<file path="src/rtl/rw_ram_arb_pkg.sv">
// Shared constants for the two-port RAM arbiter: FSM state codes and port selectors.
// Later multi-port controllers import the same package.
package rw_ram_arb_pkg;

  typedef logic [1:0] state_t;

  localparam state_t IDLE = 2'd0;
  localparam state_t CMD  = 2'd1;
  localparam state_t DATA = 2'd2;

  localparam logic PORT_A = 1'b0;
  localparam logic PORT_B = 1'b1;

endpackage

</file>
<file path="src/rtl/rr_pick2.sv">
// Combinational two-way round-robin pick.
// On a tie the port that was not granted last wins.
module rr_pick2
  import rw_ram_arb_pkg::*;
(
  input  logic [1:0] req,
  input  logic       last,
  output logic       win_valid,
  output logic       win
);

  always_comb begin
    win_valid = |req;
    win       = PORT_A;
    if (req == 2'b11) begin
      win = ~last;
    end else if (req[1]) begin
      win = PORT_B;
    end
  end

endmodule

</file>
<file path="src/rtl/rw_ram_arbiter.sv">
// Round-robin arbiter and access sequencer that serialises two requesters
// onto one rw_seperate_ram (separate read/write strobes, 1-cycle registered read).
module rw_ram_arbiter
  import rw_ram_arb_pkg::*;
#(
  parameter int ADDR_W = 4,
  parameter int DATA_W = 4
) (
  input  logic              clk,
  input  logic              rst_n,
  input  logic              a_req,
  input  logic              a_we,
  input  logic [ADDR_W-1:0] a_addr,
  input  logic [DATA_W-1:0] a_wdata,
  input  logic              b_req,
  input  logic              b_we,
  input  logic [ADDR_W-1:0] b_addr,
  input  logic [DATA_W-1:0] b_wdata,
  output logic              a_gnt,
  output logic              b_gnt,
  output logic              a_rvalid,
  output logic              b_rvalid,
  output logic [DATA_W-1:0] a_rdata,
  output logic [DATA_W-1:0] b_rdata,
  output logic              ram_read,
  output logic              ram_write,
  output logic [ADDR_W-1:0] ram_addr,
  output logic [DATA_W-1:0] ram_datain,
  input  logic [DATA_W-1:0] ram_dataout,
  output logic              busy
);

  state_t            state;
  logic              last;
  logic              cur_port;
  logic              cur_we;
  logic              win_valid;
  logic              win;
  logic              sel_we;
  logic [ADDR_W-1:0] sel_addr;
  logic [DATA_W-1:0] sel_wdata;

  rr_pick2 u_pick (
    .req      ({b_req, a_req}),
    .last     (last),
    .win_valid(win_valid),
    .win      (win)
  );

  assign sel_we    = (win == PORT_B) ? b_we    : a_we;
  assign sel_addr  = (win == PORT_B) ? b_addr  : a_addr;
  assign sel_wdata = (win == PORT_B) ? b_wdata : a_wdata;

  // CMD lasts two cycles: the first raises the strobe, the second drops it,
  // so the strobe is a clean one-cycle pulse from a register.
  always_ff @(posedge clk or negedge rst_n) begin
    if (!rst_n) begin
      state      <= IDLE;
      last       <= PORT_B;
      cur_port   <= PORT_A;
      cur_we     <= 1'b0;
      a_gnt      <= 1'b0;
      b_gnt      <= 1'b0;
      a_rvalid   <= 1'b0;
      b_rvalid   <= 1'b0;
      a_rdata    <= '0;
      b_rdata    <= '0;
      ram_read   <= 1'b0;
      ram_write  <= 1'b0;
      ram_addr   <= '0;
      ram_datain <= '0;
      busy       <= 1'b0;
    end else begin
      a_gnt     <= 1'b0;
      b_gnt     <= 1'b0;
      a_rvalid  <= 1'b0;
      b_rvalid  <= 1'b0;
      ram_read  <= 1'b0;
      ram_write <= 1'b0;
      case (state)
        IDLE: begin
          if (win_valid) begin
            cur_port   <= win;
            cur_we     <= sel_we;
            ram_addr   <= sel_addr;
            ram_datain <= sel_wdata;
            last       <= win;
            a_gnt      <= (win == PORT_A);
            b_gnt      <= (win == PORT_B);
            state      <= CMD;
            busy       <= 1'b1;
          end
        end
        CMD: begin
          if (!(ram_read || ram_write)) begin
            ram_read  <= !cur_we;
            ram_write <= cur_we;
          end else if (cur_we) begin
            state <= IDLE;
            busy  <= 1'b0;
          end else begin
            state <= DATA;
          end
        end
        DATA: begin
          if (cur_port == PORT_B) begin
            b_rdata  <= ram_dataout;
            b_rvalid <= 1'b1;
          end else begin
            a_rdata  <= ram_dataout;
            a_rvalid <= 1'b1;
          end
          state <= IDLE;
          busy  <= 1'b0;
        end
        default: begin
          state <= IDLE;
          busy  <= 1'b0;
        end
      endcase
    end
  end

endmodule
</file>
<file path="config.mk">
export PLATFORM = sky130hd
export DESIGN_NAME = rw_ram_arbiter
export DESIGN_NICKNAME = d
export VERILOG_FILES = /design/src/rtl/rw_ram_arb_pkg.sv /design/src/rtl/rr_pick2.sv /design/src/rtl/rw_ram_arbiter.sv
export SDC_FILE = /design/constraint.sdc
export NUM_CORES = 1
export LEC_CHECK = 0
export CORE_MARGIN = 4
export CORE_UTILIZATION = 37
export DETAILED_ROUTE_END_ITERATION = 8
export PLACE_DENSITY = 0.74
export SLEW_MARGIN = 25
export SYNTH_ARGS = -nofsm -noshare
export SYNTH_HDL_FRONTEND = slang
export SYNTH_SLANG_ARGS = --single-unit
</file>
<file path="constraint.sdc">
create_clock -name clk -period 1.3 [get_ports clk]
set_clock_uncertainty 0.15 [all_clocks]
set_input_delay 0.195 -clock clk [delete_from_list [all_inputs] [get_ports clk]]
set_output_delay 0.195 -clock clk [all_outputs]
set_load 0.02 [all_outputs]
</file>
==> results.txt, run 1 <==
----------------------------------------------------
[Run status]
  Run status ... finished with violations
  Failing checks ... setup timing

[Global route]
  Number of antenna violations at the first check in global routing ... 0
  Largest net degree at the start of global routing ... 29
  Global router's overall resource usage ... 0.145
  First-pass GRT wire length ... about 4800 µm
  Global route total overflow ... 0
  Via count of the first global-routing pass ... about 1,100

[Pwr]
  Worst voltage drop across the vdd grid ... just over 800 µV
  Leak pwr ... ~0.86 nW
  Power per unit of standard cell area ... 2140 nW/µm²

[Placement]
  HPWL Detailed ... 2060 µm
  Port Buffer Count ... 48
  Placer's final routability congestion estimate ... 0.744
  Placed instance area ... 1770 µm²
  Worst slack at placement ... -386 ps

[CTS]
  Number of clock buffers inserted by TritonCTS ... 3
  Sinks on the clock net ... 28
  H-tree depth ... 1
  Master cell of the clock root buffer ... clkbuf_4
  Clock tree from TritonCTS ... built
  Clock transition time at the flip-flop clock pins of the worst setup and hold paths ... ~140 ps
  CTS max path bufs ... 2
  Worst-Skew Late Latency ... approximately 320 ps

[Critical path]
  Worst path slowest cell ... dfrtp_2
  Maximum single-stage delay on the critical path ... ~480 ps
  Critical path depth ... 3
  Startpoint-to-endpoint class of the critical path ... reg2reg
  Number of cells traversed by the worst register-to-register path ... 3
  Worst reg2reg startpoint ... state[0]
  Beginning of the critical path ... state[0]
  Number of buffer and inverter stages on the critical path ... 1
  Cells along the critical path ... nor3b_4 -> buf_6 -> mux2_4
  Element type at the critical path start ... flop
  WP data required ... between 1000 and 1500 ps
  Kind of cell with the highest combined delay on the critical path ... flip-flops
  Crit path DAT ... ~1500 ps
  Endpoint of the lowest-slack register-to-register path ... a_rdata[3]
  Critical Path Fanout Max ... 4
  Destination of the critical timing path ... a_rdata[3]
  Setup slack of the worst register-to-register path ... -90 ps
  Endpoint class of the critical path ... flop

[Yosys]
  Basic-gate share of the synthesized area counting and, or, nand and nor cells ... 0.143
  Post-synthesis instance area ... 1160 µm²
  Main area contributors after synthesis ... dfrtp_1, mux2_2, nand2_1, buf_6, a31oi_1
  Cell with the most instances after synthesis ... dfrtp_1
  Share of synthesized cell area in full adder, half adder and majority cells ... 0
  Proportion of synthesized area in mux cells ... 0.0774
  Syn Area/Cell ... about 12 µm²
  Most instantiated cells after synthesis ... dfrtp_1, nand2_1, a21oi_1, mux2_2, a31oi_1
  Asr flop ratio synth ... 1.00
  Most used DFF post-synth ... dfrtp_1
  Distinct cell type count after synthesis ... 25
  Area fraction in compound gates after synthesis ... 0.131
  Largest family of logic cells by synthesized area ... simple AND/OR/NAND/NOR gates
  Synthesized-area fraction occupied by xor and xnor cells ... 0
  Fraction of the yosys area taken by sequential cells ... 0.603
  Most area-hungry cell type in the Yosys netlist ... dfrtp_1
  Post-Synthesis Net Count ... ~120
  Syn. warnings ... 0
  Mapped Cells ... 95
  Proportion of netlist area held by the largest area contributor ... 0.581
  #FFs+latches synth ... 28
  Post-synth EDFFs ... 0

[STA]
  Unrepaired setup endpoints after global routing ... true
  Hold violation count in the final report ... 0
  Actual transition at the worst max-transition pin ... between 200 and 300 ps
  Worst slew slack as a fraction of its limit ... 0.825
  Finish-stage setup viols ... 17
  Time the worst path needs with I/O delays and setup ... approximately 1400 ps
  Final Slew Violations ... 0
  Tcrit/Tclk final ... 1.07
  Setup ws final ... -89.3 ps
  Highest clock rate ... just over 700 MHz

[Route]
  Detailed Route WL ... approximately 2800 µm
  Post-detailed-route via-to-cell ratio ... approximately 4.7
  Vias ... 971
  Count of unresolved DRC violations after routing ... 0
  Number of nets with antenna violations after routing ... 0
  Initial DRC count ... 40
  Final routed wire length divided by cell count ... around 14 µm
  First-pass DRT Iterations ... 4

[Worst hold path]
  Hold WC Path Type ... in2async

[Finish]
  Number of filler instances in the final layout ... between 200 and 300
  Antenna Cells ... 0
  Share of final-layout standard cells stronger than drive strength 1 ... 0.432
  Synthesis-to-finish area growth ... 55.8%
  Finished layout cell area ... between 1500 and 2000 µm²
  Net total in the final layout ... around 190

[Floorplan]
  FP Rows ... 20
  Starting density of the core ... 0.384
  Die span in x ... about 64 µm
  Vert. Die Dim ... 64.1 µm
  Standard cell core area ... about 3000 µm²
  Ports placed on the boundary ... between 40 and 50
  Area of the die ... 4110 µm²

[Flow run]
  MaxCap Viol Count ... 0

----------------------------------------------------
worst reg2reg max path: cells and delay by family (launching register included):
family	cells	cell delay, ps
flip-flops	1	480
multiplexers	1	290
AND/OR/NAND/NOR	1	230
buffers and inverters	1	140
worst min-delay path by stage:
stage | cells after the start | start | end | slack (ps)
after floorplan | 0 | rst_n | a_gnt | -250
after global placement | 1 | cur_we | ram_read | 330
after detailed placement | 1 | b_rdata[3] | b_rdata[3] | 340
after CTS | 2 | rst_n | b_rdata[2] | 60
after global routing | 2 | rst_n | a_rdata[2] | 60
final | 2 | rst_n | state[1] | 70
registers in the layout, indices dropped and copies added, names as in the netlist:
| signal | flops |
|---|---|
| a_rdata | 4 |
| b_rvalid | 1 |
| ram_write | 1 |
| b_rdata | 4 |
| busy | 1 |
| a_gnt | 1 |
| b_gnt | 1 |
| ram_addr | 4 |
| ram_read | 1 |
| a_rvalid | 1 |
| state | 2 |
| cur_we | 1 |
| cur_port | 1 |
| last | 1 |
| ram_datain | 4 |
cell usage in the layout, fill, tap and decap left out, drive strengths merged:
cell	n
a21bo	1
a21boi	1
a21o	2
a21oi	8
a221o	2
a31oi	7
and2	1
and3	3
buf	41
clkbuf	5
clkdlybuf4s50	24
dfrtp	27
dfstp	1
dlygate4sd2	1
inv	2
mux2	8
nand2	16
nand3b	2
nor2	4
nor3	1
nor3b	1
nor4b	1
o21ai	1
o21bai	1
or2	1
cell families after synthesis:
| family | count (synthesis) |
|---|---|
| simple gates | 30 |
| flops | 28 |
| compound gates | 23 |
| mux | 8 |
| buf+inv | 6 |
what timing repair did:
action | CTS | global route
hold buffers | 0 | 0
cloned | 0 | 0
endpoints found under the setup margin | 39 | 23
hold endpoints to repair | 0 | 0
gates resized for setup | 104 | 8
setup buffers | 9 | 1
pin swaps | 15 | 15
report_power, final:
part | internal (mW) | switching [mW]
clock | 0.120 | 0.235
combinational | 0.949 | 1.04
sequential | 1.28 | 0.264
cell type report:
cell class                      instances  area (µm²)  share of cell area
Tap cell                               44        55.1              0.0304
Multi-Input combinational cell         61         474               0.262
Clock buffer                            4        26.3              0.0145
Timing Repair Buffer                   67         546               0.301
Sequential cell                        28         704               0.389
Inverter                                2        7.51             0.00414
routing by layer:
| metal | vias up | global-route usage | part of all wire |
|---|---|---|---|
| met3 | 0 | 0.0439 | 0.071 |
| met1 | 466 | 0.164 | 0.41 |
| met2 | 38 | 0.263 | 0.52 |
| met5 | - | 0 | 0 |
| met4 | 0 | 0.0323 | 0 |
| li1 | 467 | - | - |
metrics by stage:
step / hold slack [ps] / setup TNS, ps / cells / util / power (mW)
CTS: 61.8 / -946 / 206 / 0.591 / 3.87
finish: 65.4 / -731 / 206 / 0.599 / 3.88
global route: 56.8 / -1700 / 206 / 0.599 / 4.17
global placement: 328 / -4540 / 194 / 0.583 / 3.62
floorplan: -251 / -233 / 95 / - / 2.70
detailed placement: 342 / -5310 / 194 / 0.583 / 3.68
Note: power is estimated with default switching activity, not from simulation.
==> run 2, diff against run 1 <==
- SKIP_CTS_REPAIR_TIMING: unset -> 1
==> results.txt, run 2 (synthesized netlist as in run 1, its figures left out) <==
----------------------------------------------------
[Run status]
  Run status ... finished with violations
  Failing checks ... setup timing

[Finish]
  Leading cell type in the layout, fill and taps excluded ... dfrtp_1
  Antenna Cells ... 0
  Finished layout cell area ... ~1800 µm²
  Non-Filler Instances ... roughly 200
  Combined flip-flop and latch cell area ... around 700 µm²
  Footprint of the multi-input gates ... around 450 µm²
  Finished Core Util ... 0.578
  Number of filler instances in the final layout ... roughly 280
  Share of final-layout standard cells stronger than drive strength 1 ... 0.380
  Net total in the final layout ... about 190
  Leading cell types in the layout, fill and taps excluded ... dfrtp_1, clkdlybuf4s50_1, clkbuf_2
  Synthesis-to-finish area growth ... 50.4%

[Critical path]
  Crit path DAT ... 1440 ps
  WP data required ... ~1400 ps
  Maximum single-stage delay on the critical path ... 480 ps
  Cells along the critical path ... nor3b_4 -> buf_6 -> mux2_4
  Critical Path Fanout Max ... 5
  Endpoint class of the critical path ... flop
  Worst path slowest cell ... dfrtp_2
  Element type at the critical path start ... flop
  Startpoint-to-endpoint class of the critical path ... reg2reg

[Route]
  Post-detailed-route via-to-cell ratio ... approximately 4.7
  Vias ... around 960
  Detailed Route WL ... around 2800 µm
  Count of unresolved DRC violations after routing ... 0
  Final routed wire length divided by cell count ... roughly 14 µm
  Number of nets with antenna violations after routing ... 0
  First-pass DRT Iterations ... 4
  Initial DRC count ... 38

[STA]
  Actual transition at the worst max-transition pin ... ~260 ps
  Tcrit/Tclk final ... 1.06
  Hold violation count in the final report ... 0
  Unrepaired setup endpoints after global routing ... true
  Worst slew slack as a fraction of its limit ... 0.825
  Time the worst path needs with I/O delays and setup ... 1370 ps
  Highest clock rate ... 728 MHz
  Finish-stage setup viols ... 19
  Final Slew Violations ... 0
  Setup ws final ... -74.0 ps

[Floorplan]
  FP Rows ... 20
  Area of the die ... about 4000 µm²
  Ports placed on the boundary ... roughly 50
  Standard cell core area ... roughly 3000 µm²
  Vert. Die Dim ... around 64 µm
  Starting density of the core ... 0.384
  Die span in x ... about 64 µm

[Flow run]
  MaxCap Viol Count ... 0

[Placement]
  Placer's final routability congestion estimate ... around 0.74
  Port Buffer Count ... 48
  Cells after DPL ... 194
  Placed instance area ... ~1800 µm²
  HPWL Detailed ... about 2100 µm

[CTS]
  Number of clock buffers inserted by TritonCTS ... 3
  Worst-Skew Late Latency ... between 300 and 400 ps
  H-tree depth ... 1
  Clock transition time at the flip-flop clock pins of the worst setup and hold paths ... between 100 and 150 ps
  Sinks on the clock net ... 28
  Clock tree from TritonCTS ... built
  Master cell of the clock root buffer ... clkbuf_4
  CTS max path bufs ... 2

[Global route]
  First-pass GRT wire length ... around 4500 µm
  Global route total overflow ... 0
  Largest net degree at the start of global routing ... 29
  Via count of the first global-routing pass ... 1,017
  Global router's overall resource usage ... 0.135
  Number of antenna violations at the first check in global routing ... 0

[Worst hold path]
  Hold WC Path Type ... in2async

[Pwr]
  Leak pwr ... roughly 0.86 nW
  Worst voltage drop across the vdd grid ... roughly 800 µV
  Power after layout ... around 3.8 mW
  Power per unit of standard cell area ... roughly 2200 nW/µm²

----------------------------------------------------
-- run 2: cell type report --
cell class	count	share of cell area
sequential	28	0.402
timing repair buffer	63	0.290
multi-input combinational	61	0.257
tap	44	0.0315
clock buffer	4	0.0150
inverter	2	0.00429
-- run 2: final timing paths --
path	slack [ps]	from	cells after the start	to
min in group clk	270	b_addr[1]	3	ram_addr[1]
max in group asynchronous	710	rst_n	2	last
setup reg to reg	-70	state[0]	3	a_rdata[3]
setup / recovery	-70	state[0]	3	a_rdata[3]
hold reg to reg	370	cur_we	1	state[1]
hold / removal	60	rst_n	2	b_rdata[1]
-- run 2: routing by layer --
metal / track usage / up-vias / routed length [µm]
met5: 0 / - / 0
met4: 0.0323 / 0 / 0
met2: 0.244 / 38 / 1430
met3: 0.0369 / 0 / 168
li1: - / 458 / -
met1: 0.157 / 462 / 1190
-- run 2: per-stage QoR --
stage	TNS [ps]	setup WS, ps	hold slack (ps)
finish	-902	-74.0	64.1
global route	-1980	-131	56.1
CTS	-9400	-381	61.8
detailed placement	-5310	-386	342
global placement	-4540	-343	328
floorplan	-233	-57.0	-251
-- run 2: critical path: cells and delay by family, from the launching register on --
| family | cells | cell delay, ps |
|---|---|---|
| buffers and inverters | 1 | 160 |
| muxes | 1 | 300 |
| and+or+nand+nor | 1 | 190 |
| DFF | 1 | 480 |
-- run 2: where the power goes --
part | leakage (nW) | internal, mW | switching [mW] | total (mW)
Clock | 0.0150 | 0.120 | 0.235 | 0.354
Sequential | 0.336 | 1.28 | 0.272 | 1.55
Combinational | 0.505 | 0.874 | 0.995 | 1.87
Total | 0.856 | 2.27 | 1.50 | 3.77
==> run 3, diff against run 2 <==
- CORE_ASPECT_RATIO: unset -> 0.5
- CORE_UTILIZATION: 37 -> 36
- PLACE_DENSITY: 0.74 -> 0.72
==> results.txt, run 3 (synthesized netlist as in run 1, its figures left out) <==
----------------------------------------------------
[Finish]
  Leading cell types in the layout, fill and taps excluded ... dfrtp_1, clkdlybuf4s50_1, dlymetal6s2s_1
  Combined flip-flop and latch cell area ... 704 µm²
  Antenna Cells ... 0
  Non-Filler Instances ... around 200
  Synthesis-to-finish area growth ... 68.7%
  Footprint of the multi-input gates ... around 460 µm²
  Share of final-layout standard cells stronger than drive strength 1 ... 0.277
  Number of filler instances in the final layout ... roughly 250
  Leading cell type in the layout, fill and taps excluded ... dfrtp_1
  Net total in the final layout ... 186
  Finished layout cell area ... a little under 2000 µm²

[Placement]
  Port Buffer Count ... between 40 and 50
  HPWL Detailed ... about 2100 µm
  Cells after DPL ... 193
  Placer's final routability congestion estimate ... about 0.80
  Placed instance area ... 1780 µm²

[Critical path]
  Critical Path Fanout Max ... 5
  Worst path slowest cell ... dfrtp_2
  Number of cells traversed by the worst register-to-register path ... 2
  Crit path DAT ... between 1000 and 1500 ps
  Number of buffer and inverter stages on the critical path ... 0
  Cells along the critical path ... nor3b_4 -> mux2_2
  Endpoint class of the critical path ... flop
  Element type at the critical path start ... flop
  WP data required ... roughly 1300 ps
  Kind of cell with the highest combined delay on the critical path ... flip-flops
  Maximum single-stage delay on the critical path ... between 400 and 500 ps
  Critical path depth ... 2
  Startpoint-to-endpoint class of the critical path ... reg2reg

[Global route]
  Top Usage Layer GRT ... met2
  Number of antenna violations at the first check in global routing ... 0
  First-pass GRT wire length ... around 4000 µm
  Met1 routing resource usage after global routing ... 0.156
  Global router's overall resource usage ... 0.125
  Largest net degree at the start of global routing ... 29
  Global-route track usage on met2 ... 0.230
  Routing usage on met3 ... 0.0304
  Global route total overflow ... 0
  Via count of the first global-routing pass ... approximately 890

[Floorplan]
  Area of the die ... 4260 µm²
  Ports placed on the boundary ... 49
  Standard cell core area ... ~3000 µm²
  Starting density of the core ... 0.382
  Die span in x ... ~88 µm
  FP Rows ... 14
  Vert. Die Dim ... 48.2 µm

[Pwr]
  Sw power ... 1.58 mW
  Part of the power in combinational logic ... 0.531
  Register share of total power ... 0.356
  Internal power of the cells ... about 2.7 mW
  Worst voltage drop across the vdd grid ... between 900 and 1000 µV
  Power per unit of standard cell area ... roughly 2200 nW/µm²
  Power after layout ... ~4.3 mW
  Switching part of the total ... 0.368
  Clock power share ... 0.113
  Leak pwr ... ~1.1 nW

[Route]
  Final routed wire length divided by cell count ... around 14 µm
  First-pass DRT Iterations ... 4
  Number of nets with antenna violations after routing ... 0
  Initial DRC count ... between 40 and 50
  Count of unresolved DRC violations after routing ... 0
  Post-detailed-route via-to-cell ratio ... ~4.7
  Vias ... about 950
  Detailed Route WL ... about 2800 µm

[STA]
  Unrepaired setup endpoints after global routing ... true
  Finish-stage setup viols ... 19
  Hold violation count in the final report ... 0
  Worst slew slack as a fraction of its limit ... 0.798
  Highest clock rate ... 713 MHz
  Actual transition at the worst max-transition pin ... ~300 ps
  Final Slew Violations ... 0
  Time the worst path needs with I/O delays and setup ... 1400 ps
  Tcrit/Tclk final ... 1.08
  Setup ws final ... -103 ps
  Sum Neg Setup Slack ... -897 ps

[CTS]
  Sinks on the clock net ... 28
  CTS max path bufs ... 2
  Clock tree from TritonCTS ... built
  Number of clock buffers inserted by TritonCTS ... 3
  H-tree depth ... 1
  Worst-Skew Late Latency ... between 200 and 300 ps
  Master cell of the clock root buffer ... clkbuf_8
  Clock transition time at the flip-flop clock pins of the worst setup and hold paths ... around 90 ps

[Worst hold path]
  Hold WC Path Type ... in2async

[Flow run]
  MaxCap Viol Count ... 0

[Run status]
  Failing checks ... setup timing
  Run status ... finished with violations

----------------------------------------------------
==> run 3: cell types whose count changed in the layout (fill, tap and decap cells not counted), moves of 3 or more <==
| cell | delta |
|---|---|
| clkbuf_2 | -22 |
| dlymetal6s2s_1 | +22 |
| buf_6 | +3 |
| clkbuf_4 | -3 |
| clkbuf_8 | +3 |
==> run 3: worst paths after layout <==
| path | startpoint | end | slack (ps) |
|---|---|---|---|
| min | rst_n | ram_datain[3] | 120 |
| min reg2reg | cur_we | ram_read | 350 |
| max reg2reg | state[0] | a_rdata[2] | -100 |
| min in group clk | a_req | b_gnt | 160 |
| max in group asynchronous | rst_n | last | 650 |
| max | state[0] | a_rdata[2] | -100 |
==> run 3: final cells by class <==
class	instances	share of cell area
Sequential cell	28	0.359
Inverter	2	0.00382
Tap cell	40	0.0255
Clock buffer	4	0.0229
Multi-Input combinational cell	61	0.236
Timing Repair Buffer	64	0.352
==> run 3: per-stage QoR <==
stage,hold WS (ps),util,setup WS [ps]
after floorplan,-251,-,-57.0
after global placement,340,0.585,-361
after detailed placement,340,0.585,-405
after CTS,125,0.600,-311
after global routing,119,0.644,-153
final,123,0.644,-103
==> run 3: metal layers <==
| layer | part of all wire | routed length [µm] | up-vias |
|---|---|---|---|
| met5 | 0 | 0 | - |
| met3 | 0.043 | 119 | 2 |
| li1 | - | - | 465 |
| met4 | 0.0036 | 10 | 0 |
| met2 | 0.52 | 1450 | 20 |
| met1 | 0.43 | 1210 | 458 |
==> run 3: power by group through the flow <==
stage / Clock [mW] / Sequential [mW] / Combinational, mW
2_1_floorplan: 0 / 1.93 / 0.768
3_3_place_gp: 0 / 1.54 / 2.18
3_5_place_dp: 0 / 1.55 / 2.22
4_1_cts: 0.505 / 1.54 / 2.22
5_1_grt: 0.539 / 1.59 / 2.45
6_report: 0.485 / 1.53 / 2.28
